[src/rtl/iram_pkg.sv]
// Shared types and constants for the Raspberry Pi to instruction-RAM loader.
package iram_pkg;

    localparam int IRAM_ADDR_W = 8;
    localparam int IRAM_DATA_W = 16;

    typedef enum logic [1:0] {
        S_IDLE  = 2'd0,
        S_WRITE = 2'd1,
        S_ACK   = 2'd2
    } state_t;

    localparam logic PHASE_LOW  = 1'b0;
    localparam logic PHASE_HIGH = 1'b1;

    // Instruction words are sent low byte first, stored as {high, low}.
    function automatic logic [IRAM_DATA_W-1:0] pack_word(input logic [7:0] high_byte,
                                                        input logic [7:0] low_byte);
        return {high_byte, low_byte};
    endfunction

endpackage

[src/rtl/pi_bus_sync.sv]
// Multi-flop synchronizer for the Pi control lines plus a strobe rising-edge pulse.
module pi_bus_sync #(
    parameter int SYNC_STAGES = 2
) (
    input  logic clk,
    input  logic rst_n,
    input  logic stb_async,
    input  logic wr_async,
    input  logic ai_async,
    output logic stb,
    output logic wr,
    output logic ai,
    output logic stb_rise
);

    logic [SYNC_STAGES-1:0] stb_pipe_r;
    logic [SYNC_STAGES-1:0] wr_pipe_r;
    logic [SYNC_STAGES-1:0] ai_pipe_r;
    logic                   stb_prev_r;

    // Shift the asynchronous control lines through the synchronizer chain.
    always_ff @(posedge clk) begin
        if (!rst_n) begin
            stb_pipe_r <= '0;
            wr_pipe_r  <= '0;
            ai_pipe_r  <= '0;
            stb_prev_r <= 1'b0;
        end else begin
            stb_pipe_r[0] <= stb_async;
            wr_pipe_r[0]  <= wr_async;
            ai_pipe_r[0]  <= ai_async;
            for (int i = 1; i < SYNC_STAGES; i++) begin
                stb_pipe_r[i] <= stb_pipe_r[i-1];
                wr_pipe_r[i]  <= wr_pipe_r[i-1];
                ai_pipe_r[i]  <= ai_pipe_r[i-1];
            end
            stb_prev_r <= stb_pipe_r[SYNC_STAGES-1];
        end
    end

    assign stb      = stb_pipe_r[SYNC_STAGES-1];
    assign wr       = wr_pipe_r[SYNC_STAGES-1];
    assign ai       = ai_pipe_r[SYNC_STAGES-1];
    // The edge detector runs even when the loader is inert, so a strobe that is
    // already high when loading is enabled never produces a spurious edge.
    assign stb_rise = stb & ~stb_prev_r;

endmodule

[src/rtl/pi_iram_loader.sv]
// Assembles Pi GPIO bytes into 16-bit instruction words and writes them to IRAM.
module pi_iram_loader
    import iram_pkg::*;
#(
    parameter int ADDR_W      = IRAM_ADDR_W,
    parameter int DATA_W      = IRAM_DATA_W,
    parameter int SYNC_STAGES = 2
) (
    input  logic              gclk,
    input  logic              rst_n,
    input  logic              com_flag,
    input  logic              pi_stb,
    input  logic              pi_wr,
    input  logic              pi_ai,
    input  logic [7:0]        pi_data,
    output logic              pi_ack,
    output logic              iram_wea,
    output logic [ADDR_W-1:0] iram_addr,
    output logic [DATA_W-1:0] iram_din,
    output logic [ADDR_W:0]   words_written
);

    localparam logic [ADDR_W:0] WORDS_MAX = {1'b1, {ADDR_W{1'b0}}};

    logic stb_s;
    logic wr_s;
    logic ai_s;
    logic stb_rise_s;

    state_t            state_r;
    logic              phase_r;
    logic [ADDR_W-1:0] addr_r;
    logic [7:0]        low_r;
    logic              ack_r;
    logic              wea_r;
    logic [ADDR_W-1:0] iram_addr_r;
    logic [DATA_W-1:0] din_r;
    logic [ADDR_W:0]   words_r;

    pi_bus_sync #(
        .SYNC_STAGES (SYNC_STAGES)
    ) u_sync (
        .clk       (gclk),
        .rst_n     (rst_n),
        .stb_async (pi_stb),
        .wr_async  (pi_wr),
        .ai_async  (pi_ai),
        .stb       (stb_s),
        .wr        (wr_s),
        .ai        (ai_s),
        .stb_rise  (stb_rise_s)
    );

    // Byte-assembly FSM: capture, single-cycle write, then hold ack until strobe drops.
    always_ff @(posedge gclk) begin
        if (!rst_n) begin
            state_r     <= S_IDLE;
            phase_r     <= PHASE_LOW;
            addr_r      <= '0;
            low_r       <= 8'h00;
            ack_r       <= 1'b0;
            wea_r       <= 1'b0;
            iram_addr_r <= '0;
            din_r       <= '0;
            words_r     <= '0;
        end else if (!com_flag) begin
            state_r <= S_IDLE;
            phase_r <= PHASE_LOW;
            ack_r   <= 1'b0;
            wea_r   <= 1'b0;
        end else begin
            case (state_r)
                S_IDLE: begin
                    ack_r <= 1'b0;
                    wea_r <= 1'b0;
                    if (stb_rise_s) begin
                        if (!wr_s) begin
                            ack_r   <= 1'b1;
                            state_r <= S_ACK;
                        end else if (ai_s) begin
                            addr_r  <= pi_data;
                            phase_r <= PHASE_LOW;
                            ack_r   <= 1'b1;
                            state_r <= S_ACK;
                        end else if (phase_r == PHASE_LOW) begin
                            low_r   <= pi_data;
                            phase_r <= PHASE_HIGH;
                            ack_r   <= 1'b1;
                            state_r <= S_ACK;
                        end else begin
                            iram_addr_r <= addr_r;
                            din_r       <= pack_word(pi_data, low_r);
                            wea_r       <= 1'b1;
                            phase_r     <= PHASE_LOW;
                            state_r     <= S_WRITE;
                        end
                    end
                end
                S_WRITE: begin
                    wea_r  <= 1'b0;
                    addr_r <= addr_r + ADDR_W'(1);
                    if (words_r != WORDS_MAX) begin
                        words_r <= words_r + (ADDR_W+1)'(1);
                    end
                    ack_r   <= 1'b1;
                    state_r <= S_ACK;
                end
                S_ACK: begin
                    wea_r <= 1'b0;
                    if (!stb_s) begin
                        ack_r   <= 1'b0;
                        state_r <= S_IDLE;
                    end
                end
                default: begin
                    state_r <= S_IDLE;
                    ack_r   <= 1'b0;
                    wea_r   <= 1'b0;
                end
            endcase
        end
    end

    // Gating with com_flag kills a write whose cycle coincides with loading being disabled.
    assign iram_wea      = wea_r & com_flag;
    assign pi_ack        = ack_r;
    assign iram_addr     = iram_addr_r;
    assign iram_din      = din_r;
    assign words_written = words_r;

endmodule

[config.mk]
export PLATFORM = sky130hd
export DESIGN_NAME = pi_iram_loader
export DESIGN_NICKNAME = d
export VERILOG_FILES = /design/src/rtl/iram_pkg.sv /design/src/rtl/pi_bus_sync.sv /design/src/rtl/pi_iram_loader.sv
export SDC_FILE = /design/constraint.sdc
export NUM_CORES = 1
export LEC_CHECK = 0
export BUFFER_PORTS_ARGS = -buffer_cell sky130_fd_sc_hd__buf_2
export CAP_MARGIN = 20
export CORE_UTILIZATION = 29
export CTS_CLUSTER_DIAMETER = 50
export DETAILED_ROUTE_END_ITERATION = 10
export HOLD_SLACK_MARGIN = 0.05
export PLACE_DENSITY = 0.5
export SYNTH_ARGS = -nofsm -noshare
export SYNTH_HDL_FRONTEND = slang
export SYNTH_HIERARCHICAL = 1
export SYNTH_SLANG_ARGS = --single-unit
[constraint.sdc]
create_clock -name gclk -period 1.85 [get_ports gclk]
set_input_delay 0.37 -clock gclk [delete_from_list [all_inputs] [get_ports gclk]]
set_output_delay 0.37 -clock gclk [all_outputs]
set_load 0.01 [all_outputs]
==> results of run 1 <==
==> placed cells by master, fill, tap and decap left out, types with 7 or more instances in the layout <==
cell and n:
nor2_1 47, buf_2 48, o21ai_0 7, and2_1 9
nor3_1 7, a21oi_1 13, dfxtp_1 61, mux2i_1 34
clkbuf_8 9, nand2_1 14
==> sequential cells by signal (all words and copies together), names as in the netlist <==
| register | cells |
|---|---|
| pi_ack | 1 |
| addr_r | 8 |
| words_written | 9 |
| phase_r | 1 |
| iram_addr | 8 |
| wea_r | 1 |
| iram_din | 16 |
| state_r | 2 |
| u_sync/stb_prev_r | 1 |
| u_sync/stb_pipe_r | 2 |
| low_r | 8 |
| u_sync/wr_pipe_r | 2 |
| u_sync/ai_pipe_r | 2 |
==> cell usage after synthesis, types with 2 or more instances <==
cell      instances
a21oi_1          13
a311oi_1          2
and2_1            9
and4bb_1          2
buf_6             4
clkbuf_1          7
dfxtp_1          61
ha_1              3
inv_1             5
mux2i_1          34
nand2_1          14
nand2b_1          2
nand3_1           3
nand3b_1          4
nand4_1           2
nand4b_1          3
nor2_1           47
nor2b_1           2
nor3_1            7
nor4_1            2
o21a_1            2
o21ai_0           7
o31ai_1           2
or3_1             2
xnor2_1           5
==> through the flow <==
step                      utilization  total power, W
final                          0.3720        0.002715
after detailed placement       0.3448        0.001428
after CTS                      0.3720        0.002758
after global placement         0.3448        0.001428
after global routing           0.3720        0.002817
after floorplan                     -        0.001389
==> worst max-delay path, delay by kind of cell (launching register included) <==
| kind | cells | cell delay (ns) |
|---|---|---|
| AOI/OAI and AO/OA | 3 | 0.46 |
| DFF | 1 | 0.36 |
| and+or+nand+nor | 2 | 0.72 |
==> logic make-up after synthesis <==
logic type	after synthesis	synth area share
and+or+nand+nor	104	0.2102
DFF	61	0.4919
AOI/OAI and AO/OA	34	0.08468
muxes	34	0.1371
buffers and inverters	19	0.04335
xor gates and xnor gates	5	0.01764
adders and majority gates	3	0.01512
==> report_power, final <==
group	internal [W]	switching (W)	total, W
logic	0.0000271	0.0000445	0.0000716
registers	0.00132	0.00000473	0.00133
clock network	0.000765	0.000554	0.00132
==> final timing paths <==
check / slack (ns) / cells past startpoint / start / to
setup / recovery: 0.19 / 5 / u_sync/stb_pipe_r[1] / addr_r[2]
hold / removal: 0.24 / 2 / pi_stb / u_sync/stb_pipe_r[0]
setup reg to reg: 0.19 / 5 / u_sync/stb_pipe_r[1] / addr_r[2]
hold reg to reg: 0.43 / 1 / u_sync/stb_pipe_r[0] / u_sync/stb_pipe_r[1]
==> metal layers <==
| layer | part of all wire | routed length, um | track usage |
|---|---|---|---|
| met5 | 0 | 0 | 0 |
| met4 | 0.015 | 78 | 0.04545 |
| met3 | 0.038 | 200 | 0.03704 |
| met2 | 0.43 | 2293 | 0.1745 |
| met1 | 0.52 | 2747 | 0.1739 |
==> area by class of cell <==
cell class	instances	area share
tap	105	0.04277
sequential	61	0.3976
clock inverter	7	0.03259
clock buffer	9	0.04033
multi-input combinational	180	0.3756
inverter	5	0.006110
timing repair buffer	54	0.1051
==> results_dict.tcl, run 1 <==
set metrics [dict create \
    fmaxAchievable_mhz 601.1 \
    synth_warnings 6 \
    clock_latency_ns 0.33 \
    antenna_left 0 \
    layout.cells.non_filler 421 \
    grt_first_pass_wirelength_um 8431 \
    fin_crit_sh 0.8993 \
    tightest_slew_ns 0.4912 \
    setup_violations 0 \
    start_util 0.3006 \
    async_flop_share 0 \
    fin_ws_ns 0.1864 \
    drv_slew 0 \
    slowest_stage "or3b_1" \
    routed_wl_um 5319 \
    p_per_area_nw_per_um2 884.0 \
    first_global_vias 1714 \
    track_usage 0.1230 \
    area_growth_pct 23.74 \
    syn_area_per_cell_um2 9.548 \
    cts_buffers 9 \
    slowest_delay_ns 0.50 \
    endpoint_kind "flop" \
    place_inst 405 \
    vias 1950 \
    synth_edf_count 0 \
    cts_tree "built" \
    place_congestion 0.7305 \
    period_needed_ns 1.664 \
    fin_area_um2 3072 \
    final_nets 328 \
    finClkSkew_ns 0.01170 \
    relSlewSlack 0.6719 \
    die_w_um 94.52 \
    rsz0062_at_grt "false" \
    synth.yosys.seq_area_share 0.4919 \
    cts_resized 0 \
    dp_hpwl_um 3513 \
    crit_chain "nor2b_1 > a31oi_1 > or3b_1 > o211ai_1 > o31ai_1" \
    yosysTopAreaCell "dfxtp_1" \
    path_class "flop to flop" \
    numClockSinks 61 \
    drcViolationCount 0 \
    crit_required_ns 2.06 \
    ys_ff_latch 61 \
    io_buffer_count 48 \
    via_per_inst 4.632 \
    clkTransAtPathRegs_ns 0.07 \
    antenna_found_initial 0 \
    std_cell_rows 33 \
    core_um2 8258 \
    multi_input_area_um2 1154 \
    hp-class "input pin to flop" \
    tns_ns 0 \
    num_antenna_cells 0 \
    postPlaceCellArea_um2 2848 \
    vdd_drop_max_uv 435.5 \
    status "finished clean" \
    drt-wirelength-per-cell_um 12.63 \
    synthDistinctLibCells 41 \
    ctsHoldBuffers 0 \
    post_cts_buffers 0 \
    die_h_um 94.52 \
    first_pass_iters 4 \
    syn_area_um2 2482 \
    pin_count 49 \
    path_max_fanout 8 \
    regArea_um2 1221 \
    pre_cts_ws_ns 0.2077 \
    leakagePower_nw 1.408 \
    grt_max_degree 50 \
    synthFlopType "dfxtp_1" \
    drt_first_iter_violations 61 \
    setup.worst_path.start_class "flop" \
    maxCapViolCount 0 \
    synthCells 260 \
    synth_top_area_frac 0.4919 \
    overflow 0 \
    synth_nets 277 \
    hold_viol 0 \
    drive_gt1_frac 0.2278 \
    cp_data_arrival_time_ns 1.87 \
    n_fill_cell 867 \
    clockRootBuffer "clkbuf_8" \
    netlist_top_cells_area "dfxtp_1, mux2i_1, nor2_1" \
    die_area_um2 8934 \
    whs_ns 0.2449 \
    htreeDepth 3 \
    cts_buffer_depth 2 \
]
No activity file was read; power rests on OpenSTA's default activity.
==> run 2, diff against run 1 <==
CTS_BUF_LIST = sky130_fd_sc_hd__clkbuf_4   (was default)
clock period = 1.8 ns   (was 1.85 ns; I/O delays follow)
==> run 2 against run 1 <==
Design area decreased by 2.5%. Sequential power about the same. Die area unchanged. Count of clock-buffer cells in the layout is the same. Via count grew 0.15%. Worst hold slack got worse by 0.093 ns. Sequential share of layout area grew 1.0 points. Clock skew up 0.0053 ns. Fmax up 2.5%. Largest power group unchanged.
==> results_dict.tcl, run 2 (synthesis gave the netlist of run 1 again) <==
set metrics [dict create \
    htreeDepth 3 \
    drt_first_iter_violations 101 \
    post_cts_buffers 0 \
    postPlaceCellArea_um2 2848 \
    endpoint_kind "flop" \
    first_global_vias 1816 \
    track_usage 0.1320 \
    tns_ns 0 \
    switching_share 0.2467 \
    cts_resized 0 \
    multi_input_area_um2 1156 \
    antenna_left 0 \
    pwr-share-clk 0.403 \
    die_h_um 94.52 \
    status "finished clean" \
    p_int_w 0.001812 \
    fin_crit_sh 0.9017 \
    num_antenna_cells 0 \
    top_layer_used "met4" \
    slowest_delay_ns 0.50 \
    drive_gt1_frac 0.2310 \
    drv_slew 0 \
    crit_required_ns 2.17 \
    regArea_um2 1221 \
    p_per_area_nw_per_um2 803.3 \
    area_growth_pct 20.61 \
    clockRootBuffer "clkbuf_4" \
    largest_register_ff_count 16 \
    drt-wirelength-per-cell_um 12.60 \
    path_buf_inv 0 \
    maxCapViolCount 0 \
    core_um2 8258 \
    pwr-share-comb 0.030 \
    final_common_cell "dfxtp_1" \
    place_congestion 0.7132 \
    final_nets 328 \
    die_area_um2 8934 \
    power_frac_seq 0.566 \
    pin_count 49 \
    hp-class "input pin to flop" \
    final_cell_mix "dfxtp_1, buf_2, nor2_1" \
    ctsHoldBuffers 0 \
    wl_met3_um 265 \
    antenna_found_initial 0 \
    drcViolationCount 0 \
    vias 1953 \
    met2_length_um 2255 \
    tightest_slew_ns 0.4724 \
    crit_family "simple AND/OR/NAND/NOR gates" \
    cts_tree "built" \
    via_per_inst 4.639 \
    path_max_fanout 5 \
    routed_wl_um 5304 \
    overflow 0 \
    numClockSinks 61 \
    n_fill_cell 889 \
    vdd_drop_max_uv 260.5 \
    power.switching_w 0.0005933 \
    clkTransAtPathRegs_ns 0.12 \
    dp_hpwl_um 3552 \
    postLayoutCoreUtil 0.3626 \
    slowest_stage "or4_1" \
    std_cell_rows 33 \
    fin_area_um2 2994 \
    cp_data_arrival_time_ns 2.00 \
    rsz0062_at_grt "false" \
    setup.worst_path.start_class "flop" \
    path_class "flop to flop" \
    first_pass_iters 4 \
    crit_chain "ha_1 > nand3_1 > or4_1 > a21oi_1 > o21a_1" \
    grt_max_degree 50 \
    io_buffer_count 48 \
    start_util 0.3006 \
    leakagePower_nw 1.368 \
    grt_first_pass_wirelength_um 8783 \
    clock_latency_ns 0.42 \
    cts_buffers 9 \
    hold_viol 0 \
    relSlewSlack 0.6844 \
    fmaxAchievable_mhz 616.1 \
    finClkSkew_ns 0.01696 \
    cts_buffer_depth 2 \
    die_w_um 94.52 \
    wl_met1_um 2692 \
    period_needed_ns 1.623 \
    setup_violations 0 \
]
[run 2: per-stage QoR]
stage | hold slack, ns | total power [W] | setup slack [ns] | std cells
floorplan | 0.4118 | 0.001428 | 0.2733 | 260
global placement | 0.4186 | 0.001468 | 0.1879 | 405
detailed placement | 0.4208 | 0.001468 | 0.1687 | 405
CTS | 0.1192 | 0.002451 | 0.1499 | 421
global route | 0.1136 | 0.002531 | 0.04851 | 421
finish | 0.1514 | 0.002405 | 0.1769 | 421
[run 2: metal layers]
| metal | track usage | vias to the layer above |
|---|---|---|
| li1 | - | 1006 |
| met3 | 0.04911 | 7 |
| met4 | 0.07197 | 0 |
| met2 | 0.1950 | 37 |
| met1 | 0.1655 | 903 |
| met5 | 0 | - |
[run 2: path summary, 6_finish.rpt]
path,from,slack (ns),to,cells past startpoint
max,addr_r[1],0.18,addr_r[6],5
min,pi_stb,0.15,u_sync/stb_pipe_r[0],2
max reg2reg,addr_r[1],0.18,addr_r[6],5
min reg2reg,u_sync/wr_pipe_r[0],0.44,u_sync/wr_pipe_r[1],1
[run 2: final cells by class]
class | count | area share
tap | 105 | 0.04388
timing repair buffer | 54 | 0.1078
clock inverter | 7 | 0.02549
sequential | 61 | 0.4079
clock buffer | 9 | 0.02257
multi-input combinational | 180 | 0.3861
inverter | 5 | 0.006268
[run 2: worst reg2reg max path, delay by kind of cell (launching register included)]
| kind | cells | cell delay [ns] |
|---|---|---|
| DFF | 1 | 0.42 |
| and+or+nand+nor | 2 | 0.66 |
| AOI/OAI and AO/OA | 2 | 0.27 |
| adders and majority gates | 1 | 0.23 |
[run 2: power groups by stage]
stage | Sequential (W) | Combinational [W] | Clock (W)
finish | 0.00136 | 0.0000728 | 0.000970
global route | 0.00136 | 0.0000826 | 0.00108
detailed placement | 0.00139 | 0.0000751 | 0
CTS | 0.00136 | 0.0000753 | 0.00101
floorplan | 0.00139 | 0.0000363 | 0
global placement | 0.00139 | 0.0000751 | 0
==> run 3, diff against run 2 <==
ABC_AREA = 1   (was default)
CAP_MARGIN = 10   (was 20)
==> run 3 against run 2 <==
Sequential share of layout area decreased by 1.9 points. Sequential power about the same. Synthesized cell count increased by 45%. Setup slack improved by 0.096 ns. Routed wire length increased by 12%. Cell count increased by 28%. Non-clock buffer count decreased by 4. Critical path depth increased by 5. Clock skew decreased by 0.0027 ns. Power increased by 9.8%.
==> results_dict.tcl, run 3 <==
set metrics [dict create \
    ctsHoldBuffers 0 \
    synth.yosys.seq_area_share 0.4610 \
    tightest_slew_ns 0.4468 \
    antenna_left 0 \
    yosysMostFrequentCell "nor2_1" \
    vdd_drop_max_uv 396.6 \
    clkTransAtPathRegs_ns 0.10 \
    switching_share 0.2072 \
    hp-class "input pin to flop" \
    die_area_um2 9520 \
    crit_chain "inv_1 > ha_1 > nand2_1 > inv_1 > nand2_1 > nor2_2 > nor2_4 > inv_2 > nand2_1 > a21oi_1" \
    place_congestion 0.7996 \
    grt_first_pass_wirelength_um 10260 \
    largest_register_ff_count 16 \
    synth_warnings 6 \
    slowest_delay_ns 0.41 \
    synth_common_cells "nor2_1, nand2_1, dfxtp_1" \
    slowest_stage "dfxtp_1" \
    area_growth_pct 18.56 \
    num_antenna_cells 0 \
    final_nets 443 \
    drt-wirelength-per-cell_um 10.97 \
    numClockSinks 61 \
    synth_nets 394 \
    async_flop_share 0 \
    post_cts_buffers 0 \
    path_class "flop to flop" \
    hold_viol 0 \
    synthDistinctLibCells 25 \
    cts_buffer_depth 2 \
    cts_resized 0 \
    worstHoldPathCells 3 \
    tns_ns 0 \
    ff2ff_path_depth 10 \
    pwr-share-comb 0.032 \
    std_cell_rows 34 \
    htreeDepth 3 \
    cp_common_cell "nand2_1" \
    ys_ff_latch 61 \
    period_needed_ns 1.527 \
    fmaxAchievable_mhz 654.8 \
    layout.cells.non_filler 539 \
    clockRootBuffer "clkbuf_4" \
    leakagePower_nw 1.450 \
    first_pass_iters 4 \
    min_from "pi_stb" \
    p_per_area_nw_per_um2 840.5 \
    routed_wl_um 5915 \
    endpoint_kind "flop" \
    grt_max_degree 44 \
    syn_area_um2 2649 \
    start_util 0.3023 \
    cts_tree "built" \
    power.switching_w 0.0005470 \
    overflow 0 \
    n_fill_cell 980 \
    final_cell_mix "nor2_1, nand2_1, dfxtp_1" \
    track_usage 0.1351 \
    synthFlopType "dfxtp_1" \
    setup.worst_path.start_class "flop" \
    rrSetupSlack_ns 0.27 \
    vias 2380 \
    place_inst 523 \
    path_max_fanout 10 \
    clock_latency_ns 0.40 \
    synth_edf_count 0 \
    setup_violations 0 \
    core_um2 8763 \
    syn_area_per_cell_um2 7.026 \
    cts_buffers 9 \
    relSlewSlack 0.7018 \
    reg2reg_from "words_written[0]" \
    drv_slew 0 \
    dp_hpwl_um 4090 \
    r2r-end "words_written[6]" \
    pin_count 49 \
    crit_required_ns 2.08 \
    yosysTopAreaCell "dfxtp_1" \
    via_per_inst 4.416 \
    synth_top_area_frac 0.4610 \
    fin_ws_ns 0.2729 \
    pwr-share-clk 0.452 \
    fin_crit_sh 0.8484 \
    die_w_um 97.57 \
    drive_gt1_frac 0.1787 \
    antenna_found_initial 0 \
    power_frac_seq 0.516 \
    hold_end "u_sync/stb_pipe_r[0]" \
    rsz0062_at_grt "false" \
    netlist_top_cells_area "dfxtp_1, nor2_1, nand2_1" \
    status "finished clean" \
    whs_ns 0.1368 \
    crit_family "simple AND/OR/NAND/NOR gates" \
    final_common_cell "nor2_1" \
    path_buf_inv 3 \
    finalPower_w 0.002640 \
    die_h_um 97.57 \
    cp_data_arrival_time_ns 1.81 \
    maxCapViolCount 0 \
    p_int_w 0.002093 \
    finClkSkew_ns 0.01427 \
    synthCells 377 \
    first_global_vias 2134 \
    io_buffer_count 48 \
    drcViolationCount 0 \
    pre_cts_ws_ns 0.3022 \
    drt_first_iter_violations 127 \
]
## run 3: cell types whose count changed in the layout (fill, tap and decap cells not counted), sizes merged, moves of 4 or more
cell / before / now
inv: 5 / 47
nand2: 14 / 73
nand3: 3 / 18
o21ai: 7 / 42
and2: 9 / 0
a21oi: 13 / 25
xnor2: 5 / 0
nor3: 7 / 2
buf: 54 / 50
mux2i: 34 / 0
nor2: 47 / 85
## run 3: cells by family after synthesis
family | count (synthesis) | synth area share
and+or+nand+nor | 184 | 0.2924
AOI/OAI and AO/OA | 67 | 0.1266
DFF | 61 | 0.4610
buffers and inverters | 59 | 0.09589
xor gates and xnor gates | 3 | 0.009922
adders and majority gates | 3 | 0.01417
## run 3: worst max-delay path by stage
stage / to / depth (start not counted) / from / slack [ns]
finish: words_written[6] / 10 / words_written[0] / 0.27
global route: addr_r[5] / 9 / u_sync/stb_pipe_r[1] / 0.05
CTS: words_written[2] / 10 / words_written[0] / 0.27
detailed placement: words_written[6] / 10 / words_written[0] / 0.30
global placement: addr_r[4] / 6 / state_r[1] / 0.35
floorplan: words_written[6] / 10 / words_written[0] / 0.44
## run 3: cell type report
cell class	instances	area, um^2	share of cell area
repair buffers	50	255.2	0.08128
clock buffers	10	75.07	0.02390
well taps	108	135.1	0.04303
multi-input cells	257	1174	0.3737
clock inverters	6	101.3	0.03227
flip-flops and latches	61	1221	0.3888
inverters	47	178.9	0.05697
## run 3: metal layers
layer  GRT usage  wire (um)  part of all wire
met1      0.1725       2889              0.49
met3     0.04029        308             0.052
met4     0.06787        136             0.023
met2      0.2060       2581              0.44
met5           0          0                 0
## run 3: worst min-delay path: cells and delay by family
kind                   cells  cell delay [ns]
AND/OR/NAND/NOR            1             0.04
buffers and inverters      2             0.11
## run 3: power by group through the flow
stage | registers, W | clock network (W) | logic [W]
after global placement | 0.00139 | 0 | 0.0000859
after global routing | 0.00136 | 0.00128 | 0.0000980
after CTS | 0.00136 | 0.00124 | 0.0000863
after detailed placement | 0.00139 | 0 | 0.0000864
after floorplan | 0.00139 | 0 | 0.0000479
final | 0.00136 | 0.00119 | 0.0000845
## run 3: per-stage QoR
step                instance area, um^2  utilization
global route                       3141       0.3584
detailed placement                 2964       0.3382
finish                             3141       0.3584
global placement                   2964       0.3382
CTS                                3141       0.3584
floorplan                          2649            -
